## src/rtl/thread_lsu_if.sv

```systemverilog
// Data-memory handshake bundle between a thread LSU (master) and the memory controller (slave).
interface thread_lsu_if #(
  parameter int ADDR_BITS = 8,
  parameter int DATA_BITS = 8
);
  logic                 mem_read_valid;
  logic [ADDR_BITS-1:0] mem_read_address;
  logic                 mem_read_ready;
  logic [DATA_BITS-1:0] mem_read_data;
  logic                 mem_write_valid;
  logic [ADDR_BITS-1:0] mem_write_address;
  logic [DATA_BITS-1:0] mem_write_data;
  logic                 mem_write_ready;

  modport master (
    output mem_read_valid, mem_read_address,
    input  mem_read_ready, mem_read_data,
    output mem_write_valid, mem_write_address, mem_write_data,
    input  mem_write_ready
  );

  modport slave (
    input  mem_read_valid, mem_read_address,
    output mem_read_ready, mem_read_data,
    input  mem_write_valid, mem_write_address, mem_write_data,
    output mem_write_ready
  );
endinterface

```

## src/rtl/thread_lsu.sv

```systemverilog
// Per-thread load/store unit: issues one data-memory read or write per REQUEST stage
// and reports completion through lsu_state so the scheduler can release WAIT.
module thread_lsu #(
  parameter int ADDR_BITS = 8,
  parameter int DATA_BITS = 8
) (
  input  logic                 clk,
  input  logic                 reset,
  input  logic                 enable,
  input  logic [2:0]           core_state,
  input  logic                 decoded_mem_read_enable,
  input  logic                 decoded_mem_write_enable,
  input  logic [7:0]           rs,
  input  logic [7:0]           rt,
  thread_lsu_if.master         mem,
  output logic [1:0]           lsu_state,
  output logic [DATA_BITS-1:0] lsu_out,
  output logic [7:0]           wait_cycles
);

  typedef enum logic [1:0] {
    IDLE       = 2'b00,
    REQUESTING = 2'b01,
    WAITING    = 2'b10,
    DONE       = 2'b11
  } state_t;

  typedef enum logic [2:0] {
    STAGE_REQUEST = 3'b011,
    STAGE_UPDATE  = 3'b110
  } stage_t;

  state_t state;
  logic   is_read;

  assign lsu_state = state;

  always_ff @(posedge clk) begin
    if (reset) begin
      state                 <= IDLE;
      is_read               <= 1'b0;
      mem.mem_read_valid    <= 1'b0;
      mem.mem_read_address  <= '0;
      mem.mem_write_valid   <= 1'b0;
      mem.mem_write_address <= '0;
      mem.mem_write_data    <= '0;
      lsu_out               <= '0;
      wait_cycles           <= '0;
    end else if (enable) begin
      unique case (state)
        IDLE: begin
          // Read wins when both decode bits are set; the write is dropped.
          if (core_state == STAGE_REQUEST &&
              (decoded_mem_read_enable || decoded_mem_write_enable)) begin
            is_read <= decoded_mem_read_enable;
            state   <= REQUESTING;
          end
        end
        REQUESTING: begin
          wait_cycles <= '0;
          if (is_read) begin
            mem.mem_read_address <= rs[ADDR_BITS-1:0];
            mem.mem_read_valid   <= 1'b1;
          end else begin
            mem.mem_write_address <= rs[ADDR_BITS-1:0];
            mem.mem_write_data    <= rt[DATA_BITS-1:0];
            mem.mem_write_valid   <= 1'b1;
          end
          state <= WAITING;
        end
        WAITING: begin
          if (is_read && mem.mem_read_valid && mem.mem_read_ready) begin
            lsu_out            <= mem.mem_read_data;
            mem.mem_read_valid <= 1'b0;
            state              <= DONE;
          end else if (!is_read && mem.mem_write_valid && mem.mem_write_ready) begin
            mem.mem_write_valid <= 1'b0;
            state               <= DONE;
          end else if (wait_cycles != '1) begin
            wait_cycles <= wait_cycles + 8'd1;
          end
        end
        DONE: begin
          if (core_state == STAGE_UPDATE)
            state <= IDLE;
        end
        default: state <= IDLE;
      endcase
    end
  end

endmodule

```

## src/flat_wrapper.sv

```systemverilog
// flat-port wrapper written by rule: the top's interface ports become plain ports
module thread_lsu_flat 
#(
  parameter int ADDR_BITS = 8,
  parameter int DATA_BITS = 8
)
  (clk, reset, enable, core_state, decoded_mem_read_enable, decoded_mem_write_enable, rs, rt, lsu_state, lsu_out, wait_cycles, mem_mem_read_valid, mem_mem_read_address, mem_mem_read_ready, mem_mem_read_data, mem_mem_write_valid, mem_mem_write_address, mem_mem_write_data, mem_mem_write_ready);
  thread_lsu_if #(.ADDR_BITS(ADDR_BITS), .DATA_BITS(DATA_BITS)) mem_i ();
  input  logic clk;
  input  logic reset;
  input  logic enable;
  input  logic [2:0] core_state;
  input  logic decoded_mem_read_enable;
  input  logic decoded_mem_write_enable;
  input  logic [7:0] rs;
  input  logic [7:0] rt;
  output logic [1:0] lsu_state;
  output logic [DATA_BITS-1:0] lsu_out;
  output logic [7:0] wait_cycles;
  output wire logic [$bits(mem_i.mem_read_valid)-1:0] mem_mem_read_valid;
  output wire logic [$bits(mem_i.mem_read_address)-1:0] mem_mem_read_address;
  input wire logic [$bits(mem_i.mem_read_ready)-1:0] mem_mem_read_ready;
  input wire logic [$bits(mem_i.mem_read_data)-1:0] mem_mem_read_data;
  output wire logic [$bits(mem_i.mem_write_valid)-1:0] mem_mem_write_valid;
  output wire logic [$bits(mem_i.mem_write_address)-1:0] mem_mem_write_address;
  output wire logic [$bits(mem_i.mem_write_data)-1:0] mem_mem_write_data;
  input wire logic [$bits(mem_i.mem_write_ready)-1:0] mem_mem_write_ready;
  assign mem_mem_read_valid = mem_i.mem_read_valid;
  assign mem_mem_read_address = mem_i.mem_read_address;
  assign mem_i.mem_read_ready = mem_mem_read_ready;
  assign mem_i.mem_read_data = mem_mem_read_data;
  assign mem_mem_write_valid = mem_i.mem_write_valid;
  assign mem_mem_write_address = mem_i.mem_write_address;
  assign mem_mem_write_data = mem_i.mem_write_data;
  assign mem_i.mem_write_ready = mem_mem_write_ready;
  thread_lsu #(.ADDR_BITS(ADDR_BITS), .DATA_BITS(DATA_BITS)) u_core (.clk(clk), .reset(reset), .enable(enable), .core_state(core_state), .decoded_mem_read_enable(decoded_mem_read_enable), .decoded_mem_write_enable(decoded_mem_write_enable), .rs(rs), .rt(rt), .mem(mem_i), .lsu_state(lsu_state), .lsu_out(lsu_out), .wait_cycles(wait_cycles));
endmodule
```

## config.mk

```make
export PLATFORM = sky130hd
export DESIGN_NAME = thread_lsu_flat
export DESIGN_NICKNAME = d
export VERILOG_FILES = /design/src/rtl/thread_lsu_if.sv /design/src/rtl/thread_lsu.sv /design/src/flat_wrapper.sv
export SDC_FILE = /design/constraint.sdc
export NUM_CORES = 1
export LEC_CHECK = 0
export ABC_AREA = 1
export BUFFER_PORTS_ARGS = -buffer_cell sky130_fd_sc_hd__buf_2
export CAP_MARGIN = 15
export CORE_ASPECT_RATIO = 0.75
export CORE_MARGIN = 1.5
export CORE_UTILIZATION = 49
export CTS_CLUSTER_SIZE = 24
export DETAILED_ROUTE_END_ITERATION = 7
export GPL_TIMING_DRIVEN = 0
export PLACE_DENSITY = 0.87
export SLEW_MARGIN = 25
export SYNTH_ARGS = -nofsm -noshare
export SYNTH_HDL_FRONTEND = slang
export SYNTH_SLANG_ARGS = --single-unit
```

## constraint.sdc

```tcl
create_clock -name clk -period 2 [get_ports clk]
set_clock_uncertainty 0.1 [all_clocks]
set_input_delay 0.4 -clock clk [delete_from_list [all_inputs] [get_ports clk]]
set_output_delay 0.4 -clock clk [all_outputs]
set_load 0.01 [all_outputs]
```

==> impl_metrics.ini <==
[setup_path]
critPathMaxFanout = 9
crit_start = u_core.lsu_state[0]
r2r_start = u_core.lsu_state[0]
crit_chain = inv_1 > ha_1 > bufinv_8 > nor2_4 > nor2_8 > nand3_4 > nor2_1 > nor2_1 > nor2_1
reg2reg_slack_ps = 290
worst_r2r_endpoint = u_core.wait_cycles[5]
cp_slowest_cell = dfxtp_1
rr_worst_depth = 9
cp.arrival_ps = 1840
cpMostUsedCell = nor2_1
start_kind = register
endpoint = u_core.wait_cycles[5]
critical_path_class = reg2reg
setup.worst_path.end_class = register
critical_path.max_stage_delay_ps = 420
required_ps = 2140

[placement]
dpl.hpwl_mm = 3.61
placement.io_buffers = 75
pre_cts_slack_ps = 305
placed_area_um2 = 2520
place.gp.congestion = 0.854
placed_cells = 408

[floorplanning]
start_util = 0.511
die_area_um2 = 4630
die_x_um = 78.1
ioPinCount = 78
rows = 20
die_h_um = 59.3
core_um2 = 4050

[status]
status = finished, final reports clean

[synthesis]
yosys.cell_types.count = 28
synth_edf_count = 0
synth.top_cells.by_count = dfxtp_1, nand2_1, inv_1, nor2_1, a21oi_1
yosysMostFrequentCell = dfxtp_1
seq_area_frac_synth = 0.435
synth_warnings = 0
async_flop_share = 0
syn-num-nets = 317
synth_area_leaders = dfxtp_1, a21oi_1, nand2_1, o21ai_0, inv_1
syn_avg_cell_area_um2 = 7.46
netlist_instances = 278
yosysTopAreaCellShare = 0.435
synth-seq-cells = 45
yosysTopAreaCell = dfxtp_1
ys.flop_type = dfxtp_1
synth.cell_area_um2 = 2070

[layout]
utilization = 0.655
fillers = 355
area_growth_pct = 28.1
fin_cells = 416
drive_gt1_frac = 0.305
nNetsFinal = 399
diodes = 0
final_area_um2 = 2660

[drt]
drt_wl_total_mm = 4.73
drt-vias-per-instance = 4.88
routedWlPerCell_um = 11.4
ant_nets = 0
vias = 2029
firstDrtPassIters = 4
drtIter0Drc = 100
drc = 0

[sta]
whs_ps = 256
tns_ps = 0
drv_slew = 0
hold_violations = 0
max_freq_mhz = 585
worst_pin_slew_ps = 471
layout_setup_ws_ps = 292
rsz0062_at_grt = no
relSlewSlack = 0.686
period_minus_slack_ps = 1710
fin_crit_sh = 0.854
final-setup-viol-count = 0

[pwr]
comb_power_share = 0.168
clockPowerShare = 0.379
p_switching_mw = 0.557
power.leakage_nw = 1.20
power.internal_mw = 1.59
switching_share = 0.259
power_frac_seq = 0.453
ir_drop_v = 0.000805
power_density_nw_per_um2 = 810
design_power_total_mw = 2.15

[clock_network]
insertion_delay_ps = 290
clockBufferDepth = 2
cts_hold_buffers = 0
cts_tree = built
cts_root_buffer = clkbuf_8
cts_resized = 0
htreeDepth = 2
cts_buffers = 5
clk_pin_slew_ps = 80
cts_sinks = 45
cts_setup_buffers = 0

[global_routing]
antenna_found_initial = 0
top_usage_layer = met2
grt_pass1_wl_mm = 7.73
grt_use_met1 = 0.291
globalRouteOverflowTotal = 0
grt_use_met3 = 0.0615
grt_max_degree = 16
gr-usage-met2 = 0.342
grt_pass1_vias = 1702
track_usage = 0.215

[job]
cap_violations = 0

[worst_hold_path]
hold_start = mem_mem_read_data[6]
holdCritPathClass = in2reg
## sequential cells by signal, summed over array words and instances, names as in the netlist
signal,flops
u_core.lsu_state,2
u_core.is_read,1
u_core.mem.mem_write_address,8
u_core.wait_cycles,8
u_core.mem.mem_read_address,8
u_core.mem.mem_read_valid,1
u_core.lsu_out,8
u_core.mem.mem_write_valid,1
u_core.mem.mem_write_data,8
## power by group through the flow
stage	combinational (mW)	sequential, mW	clock, mW
after CTS	0.363	0.974	0.835
after floorplan	0.216	1.01	0
after detailed placement	0.362	0.995	0
after global placement	0.350	0.993	0
after global routing	0.407	0.980	0.881
final	0.361	0.974	0.816
## per-layer routing
| metal | part of all wire | wire length (um) | vias up |
|---|---|---|---|
| met5 | 0 | 0 | - |
| met4 | 0.0076 | 36 | 0 |
| met3 | 0.051 | 240 | 4 |
| met2 | 0.47 | 2220 | 64 |
| met1 | 0.47 | 2240 | 910 |
| li1 | - | - | 1051 |
## placed cells by master (no fill, tap or decap)
| master | n |
|---|---|
| a21oi_1 | 34 |
| buf_2 | 79 |
| buf_4 | 2 |
| buf_6 | 1 |
| bufinv_16 | 2 |
| bufinv_8 | 1 |
| clkbuf_1 | 2 |
| clkbuf_2 | 2 |
| clkbuf_8 | 5 |
| clkinv_2 | 1 |
| dfxtp_1 | 45 |
| ha_1 | 5 |
| inv_1 | 36 |
| inv_2 | 1 |
| inv_6 | 1 |
| nand2_1 | 40 |
| nand2_2 | 3 |
| nand2_4 | 2 |
| nand3_1 | 12 |
| nand3_2 | 4 |
| nand3_4 | 1 |
| nand3b_1 | 1 |
| nand4_1 | 4 |
| nor2_1 | 36 |
| nor2_2 | 1 |
| nor2_4 | 2 |
| nor2_8 | 1 |
| nor3b_1 | 1 |
| o21ai_0 | 29 |
| o21ai_1 | 6 |
| or2_2 | 1 |
## cell type report
type / count / area [um2] / area share
multi-input combinational: 183 / 947 / 0.357
sequential: 45 / 901 / 0.339
timing repair buffer: 75 / 375 / 0.141
clock inverter: 3 / 68.8 / 0.0259
tap: 55 / 68.8 / 0.0259
inverter: 39 / 161 / 0.0608
buffer: 11 / 63.8 / 0.0240
clock buffer: 5 / 68.8 / 0.0259
## critical path: cells and delay by family, from the launching register on
kind / cells / cell delay, ps
and+or+nand+nor: 6 / 600
DFF: 1 / 420
buffers and inverters: 2 / 310
adders and majority gates: 1 / 220
## worst min path at each step
stage / endpoint / cells past startpoint
floorplan: u_core.mem.mem_read_address[2] / 2
global placement: u_core.mem.mem_read_address[6] / 2
detailed placement: u_core.mem.mem_read_address[6] / 2
CTS: u_core.lsu_out[6] / 3
global route: u_core.mem.mem_write_data[7] / 3
finish: u_core.lsu_out[6] / 3
## cell families after synthesis
group | share of synthesized area
AOI/OAI and AO/OA | 0.167
adders and majority gates | 0.0302
buffers and inverters | 0.109
DFF | 0.435
and+or+nand+nor | 0.260
Power figures use the tool's default switching activity.
